<file path="src/rtl/debounce_multi.sv">
// Multi-channel button conditioner: synchroniser, tick-sampled debounce,
// and press/release/long-press pulse generation on a shared slow tick.
module debounce_multi #(
  parameter int N_CH         = 4,
  parameter int TICK_DIV     = 999999,
  parameter int STABLE_TICKS = 3,
  parameter int LONG_TICKS   = 100,
  parameter bit ACTIVE_LOW   = 1'b0
) (
  input  logic            clk,
  input  logic            rst,
  input  logic [N_CH-1:0] btn_in,
  output logic            tick,
  output logic [N_CH-1:0] btn_level,
  output logic [N_CH-1:0] btn_press,
  output logic [N_CH-1:0] btn_release,
  output logic [N_CH-1:0] btn_long
);

  localparam int DW = (TICK_DIV > 0) ? $clog2(TICK_DIV + 1) : 1;
  localparam int SW = $clog2(STABLE_TICKS + 1);
  localparam int LW = $clog2(LONG_TICKS + 1);

  localparam logic [DW-1:0] DIV_MAX = DW'(TICK_DIV);
  localparam logic [SW-1:0] SC_MAX  = SW'(STABLE_TICKS - 1);
  localparam logic [LW-1:0] LC_MAX  = LW'(LONG_TICKS);
  localparam logic [LW-1:0] LC_PRE  = LW'(LONG_TICKS - 1);

  logic [DW-1:0]   div_q, div_d;
  logic [N_CH-1:0] s1_q, s1_d;
  logic [N_CH-1:0] s2_q, s2_d;
  logic [N_CH-1:0] level_q, level_d;
  logic [N_CH-1:0] press_q, press_d;
  logic [N_CH-1:0] rel_q, rel_d;
  logic [N_CH-1:0] long_q, long_d;
  logic [SW-1:0]   sc_q [N_CH];
  logic [SW-1:0]   sc_d [N_CH];
  logic [LW-1:0]   lc_q [N_CH];
  logic [LW-1:0]   lc_d [N_CH];

  assign tick = (div_q == DIV_MAX);

  always_comb begin
    div_d   = tick ? '0 : div_q + DW'(1);
    s1_d    = btn_in ^ {N_CH{ACTIVE_LOW}};
    s2_d    = s1_q;
    level_d = level_q;
    long_d  = '0;
    for (int i = 0; i < N_CH; i++) begin
      sc_d[i] = sc_q[i];
      lc_d[i] = lc_q[i];
      if (tick) begin
        if (s2_q[i] == level_q[i]) begin
          sc_d[i] = '0;
        end else if (sc_q[i] == SC_MAX) begin
          level_d[i] = s2_q[i];
          sc_d[i]    = '0;
        end else begin
          sc_d[i] = sc_q[i] + SW'(1);
        end
      end
      // lc only advances on ticks where the old level was already high
      if (!level_q[i]) begin
        lc_d[i] = '0;
      end else if (tick && (lc_q[i] != LC_MAX)) begin
        lc_d[i]   = lc_q[i] + LW'(1);
        long_d[i] = (lc_q[i] == LC_PRE);
      end
    end
    press_d = level_d & ~level_q;
    rel_d   = ~level_d & level_q;
  end

  always_ff @(posedge clk) begin
    if (rst) begin
      div_q   <= '0;
      s1_q    <= '0;
      s2_q    <= '0;
      level_q <= '0;
      press_q <= '0;
      rel_q   <= '0;
      long_q  <= '0;
      for (int i = 0; i < N_CH; i++) begin
        sc_q[i] <= '0;
        lc_q[i] <= '0;
      end
    end else begin
      div_q   <= div_d;
      s1_q    <= s1_d;
      s2_q    <= s2_d;
      level_q <= level_d;
      press_q <= press_d;
      rel_q   <= rel_d;
      long_q  <= long_d;
      for (int i = 0; i < N_CH; i++) begin
        sc_q[i] <= sc_d[i];
        lc_q[i] <= lc_d[i];
      end
    end
  end

  assign btn_level   = level_q;
  assign btn_press   = press_q;
  assign btn_release = rel_q;
  assign btn_long    = long_q;

endmodule
</file>
<file path="config.mk">
export PLATFORM = sky130hd
export DESIGN_NAME = debounce_multi
export DESIGN_NICKNAME = d
export VERILOG_FILES = /design/src/rtl/debounce_multi.sv
export SDC_FILE = /design/constraint.sdc
export NUM_CORES = 1
export LEC_CHECK = 0
export CORE_ASPECT_RATIO = 2
export CORE_MARGIN = 3
export CORE_UTILIZATION = 62
export CTS_BUF_LIST = sky130_fd_sc_hd__clkbuf_4 sky130_fd_sc_hd__clkbuf_8 sky130_fd_sc_hd__clkbuf_16
export CTS_CLUSTER_DIAMETER = 60
export DETAILED_ROUTE_END_ITERATION = 7
export PLACE_DENSITY = 0.92
export SETUP_SLACK_MARGIN = 0.05
export SLEW_MARGIN = 10
export SYNTH_ARGS = -nofsm -noshare
export SYNTH_HDL_FRONTEND = slang
export SYNTH_SLANG_ARGS = --single-unit
</file>
<file path="constraint.sdc">
create_clock -name clk -period 7 [get_ports clk]
set_clock_uncertainty 0.2 [all_clocks]
set_input_delay 0.7 -clock clk [delete_from_list [all_inputs] [get_ports clk]]
set_output_delay 0.7 -clock clk [all_outputs]
set_load 0.02 [all_outputs]
</file>
==> summary.txt <==
Logic synthesis
  • Avg Synthesized Cell Area: ~9 sq um
  • Sequential cell area fraction in the yosys report: between 40% and 50%
  • Netlist Area Pre-Place: about 3600 sq um
  • EDFF count, synth: 0
  • Post-synth ARST share: 0%
  • Count of different cell masters after synthesis: 38
  • Yosys reg bits: 80
  • Synth Flop Type: dfxtp_1
  • Synthesis Warnings: 0
  • Cells after synthesis: 401
  • Synth Net Count: 416

GRT
  • All-Layer GR Usage: between 20% and 30%
  • Met1 usage: 29.2%
  • M3 GR Usage: 6.51%
  • Largest net degree at the start of global routing: 54
  • GR peak layer: met2
  • First-pass GRT wire length: 13,700 microns
  • GR Overflow Total: 0
  • Initial antenna violation count: 0
  • Met2 Resource Use GR: about 45%
  • Vias in the first global route: 3,069

Clock network
  • Hold_buf cts: 0
  • H-tree Lvls: 3
  • CTS Buf Count: 9
  • CTS Buffer Depth: 2
  • CTS root buffer: clkbuf_8
  • Clock sinks: 80
  • CTS tree: done
  • CTS clk-pin slew, worst paths: 80 ps
  • Post-CTS Setup Repair Bufs: 0
  • PostCTS Resize Cnt: 0
  • Latest clock arrival within the worst-skew pair: 360 ps

Worst setup path
  • Slowest CP cell: and4_1
  • Worst Path Max Fanout: 20
  • CP cell instances: nor4b_1 -> and4_1 -> nand2_1 -> clkinv_1 -> clkdlybuf4s50_1
  • Setup crit start kind: register
  • Worst Path Required: 6100 ps
  • CP max stage delay: between 700 and 800 ps
  • CP Capture Type: primary output
  • R2R setup slack: approximately 4300 ps
  • Kind of critical path: reg -> out
  • WP data arrival: around 3200 ps

STA
  • Final Setup Violations: 0
  • Setup TNS: 0 ps
  • Final Slew Violations: 0
  • Actual slew at the worst max-slew pin: 920 ps
  • Final Hold Viols: 0
  • Final Cycle Share: 58.0%
  • RSZ-0062 raised after global routing: no
  • Peak Freq: 246 MHz
  • Relative slew slack: between 30% and 40%
  • Clock period minus worst slack: 4060 ps

Cells and area
  • Most frequent cells in the layout: dfxtp_1, a21oi_1, nand3_1, clkdlybuf4s50_1, or4_1
  • Commonest non-fill, non-tap cell in the layout: dfxtp_1
  • Final cell area excluding filler cells: 3980 sq um
  • Layout cell share with drive strength beyond 1: 6.65%
  • Antenna cells: 0
  • Area grow syn2layout: 11.7%
  • Post-layout net count: 431

Outcome
  • Status: finished, final reports clean

Pwr
  • Power share of the combinational group: 1.9%
  • Sw Ratio: 21.7%
  • Clock network fraction of design power: 40.3%
  • Seq pwr share: between 50 and 60%
  • Pwr/cell area: 201 nW/um^2
  • Int Pwr: 624 uW
  • Switch Pwr: 173 uW
  • Worst VDD drop: approximately 0.21 mV
  • Leakage: 0.00122 uW

Die
  • FP Rows: 38
  • Die span in y: 113 microns
  • Die Area: between 6000 and 7000 sq um
  • Core ar.: 5520 sq um
  • IO Pins: 23
  • Initial core utilization: 64.6%
  • Chip Width: 59.6 microns

Routing
  • Routed len/inst: 17.0 microns
  • Routed WL: about 8200 microns
  • Initial drt markers: 165
  • Drt first pass iters: 5
  • DRC: 0
  • Detail Route Antenna Nets: 0
  • Vias/cell: 6.67
  • Vias: 3,207

Place
  • Gpl congestion: 0.813
  • DP Wirelength: 5330 microns
  • Port Buffers: 22
  • Placed cell areas: 3790 sq um

Worst hold path
  • Hold Crit Class: reg -> reg

Job
  • Max-Cap Viols: 0
## sequential cells by signal, summed over array words and instances, names as in the netlist
| register | flops |
|---|---|
| btn_long | 4 |
| btn_level | 4 |
| s2_q | 4 |
| btn_release | 4 |
| div_q | 20 |
| sc_q | 8 |
| lc_q | 28 |
| btn_press | 4 |
| s1_q | 4 |
## logic make-up after synthesis
group                    count (synthesis)  synth area share (%)
multiplexers                             5                  1.41
buffers and inverters                   35                  4.01
flip-flops                              80                  45.0
AO/OA/AOI/OAI                           92                  15.4
adder cells (fa/ha/maj)                  9                  3.16
AND/OR/NAND/NOR                        168                  28.1
XOR/XNOR                                12                  2.95
## layout make-up
cell class / count / area (sq um)
Sequential cell: 80 / 1600
Fill cell: 382 / 1540
Tap cell: 60 / 75.1
Clock buffer: 13 / 173
Timing Repair Buffer: 25 / 243
Inverter: 14 / 52.6
Multi-Input combinational cell: 286 / 1820
Clock inverter: 3 / 15.0
## metal layers
| layer | routed length, microns | vias up | share of wire, % |
|---|---|---|---|
| met3 | 419 | 24 | 5.1 |
| met2 | 4400 | 113 | 54 |
| met5 | 0 | - | 0 |
| met1 | 3100 | 1529 | 38 |
| met4 | 242 | 0 | 3.0 |
| li1 | - | 1541 | - |
## synth_stat cells (9+ instances only)
cell type | n | area share (%)
o21ai_0 | 20 | 2.8
or4_1 | 21 | 4.4
and3_1 | 10 | 1.8
nand4_1 | 16 | 2.8
o31ai_1 | 18 | 3.8
nor2_1 | 19 | 2.0
dfxtp_1 | 80 | 45
inv_1 | 13 | 1.4
nand3_1 | 28 | 3.9
nand2b_1 | 12 | 2.1
clkbuf_1 | 16 | 1.7
a21oi_1 | 41 | 5.8
nand2_1 | 15 | 1.6
ha_1 | 9 | 3.2
## power groups by stage
stage	logic, uW	clock network (uW)	registers, uW
floorplan	9.66	0	471
global placement	13.9	0	472
detailed placement	14.4	0	472
CTS	14.7	324	461
global route	16.3	343	462
finish	14.8	321	461
## stage by stage
step	power, uW	hold slack (ps)	utilization [%]	instances	worst slack [ps]
floorplan	481	214	-	401	4740
global placement	485	224	68.7	465	3360
detailed placement	486	242	68.7	465	3370
CTS	800	266	72.1	481	2980
global route	821	284	72.1	481	2690
finish	797	260	72.1	481	2940
## worst max-delay path: cells and delay by family (launching register included)
family                 cells  cell delay (ps)
buffers and inverters      2              940
AND/OR/NAND/NOR            3             1520
flip-flops                 1              360
## final timing paths
path,startpoint,cells past startpoint,end
worst min-delay path,s1_q[3]$_SDFF_PP0_,1,s2_q[3]$_SDFF_PP0_
worst max-delay path,div_q[13]$_SDFF_PP0_,5,tick
worst max register to register,div_q[13]$_SDFF_PP0_,4,btn_press[3]$_SDFF_PP0_
worst min register to register,s1_q[3]$_SDFF_PP0_,1,s2_q[3]$_SDFF_PP0_
(Power assumes the default switching activity.)
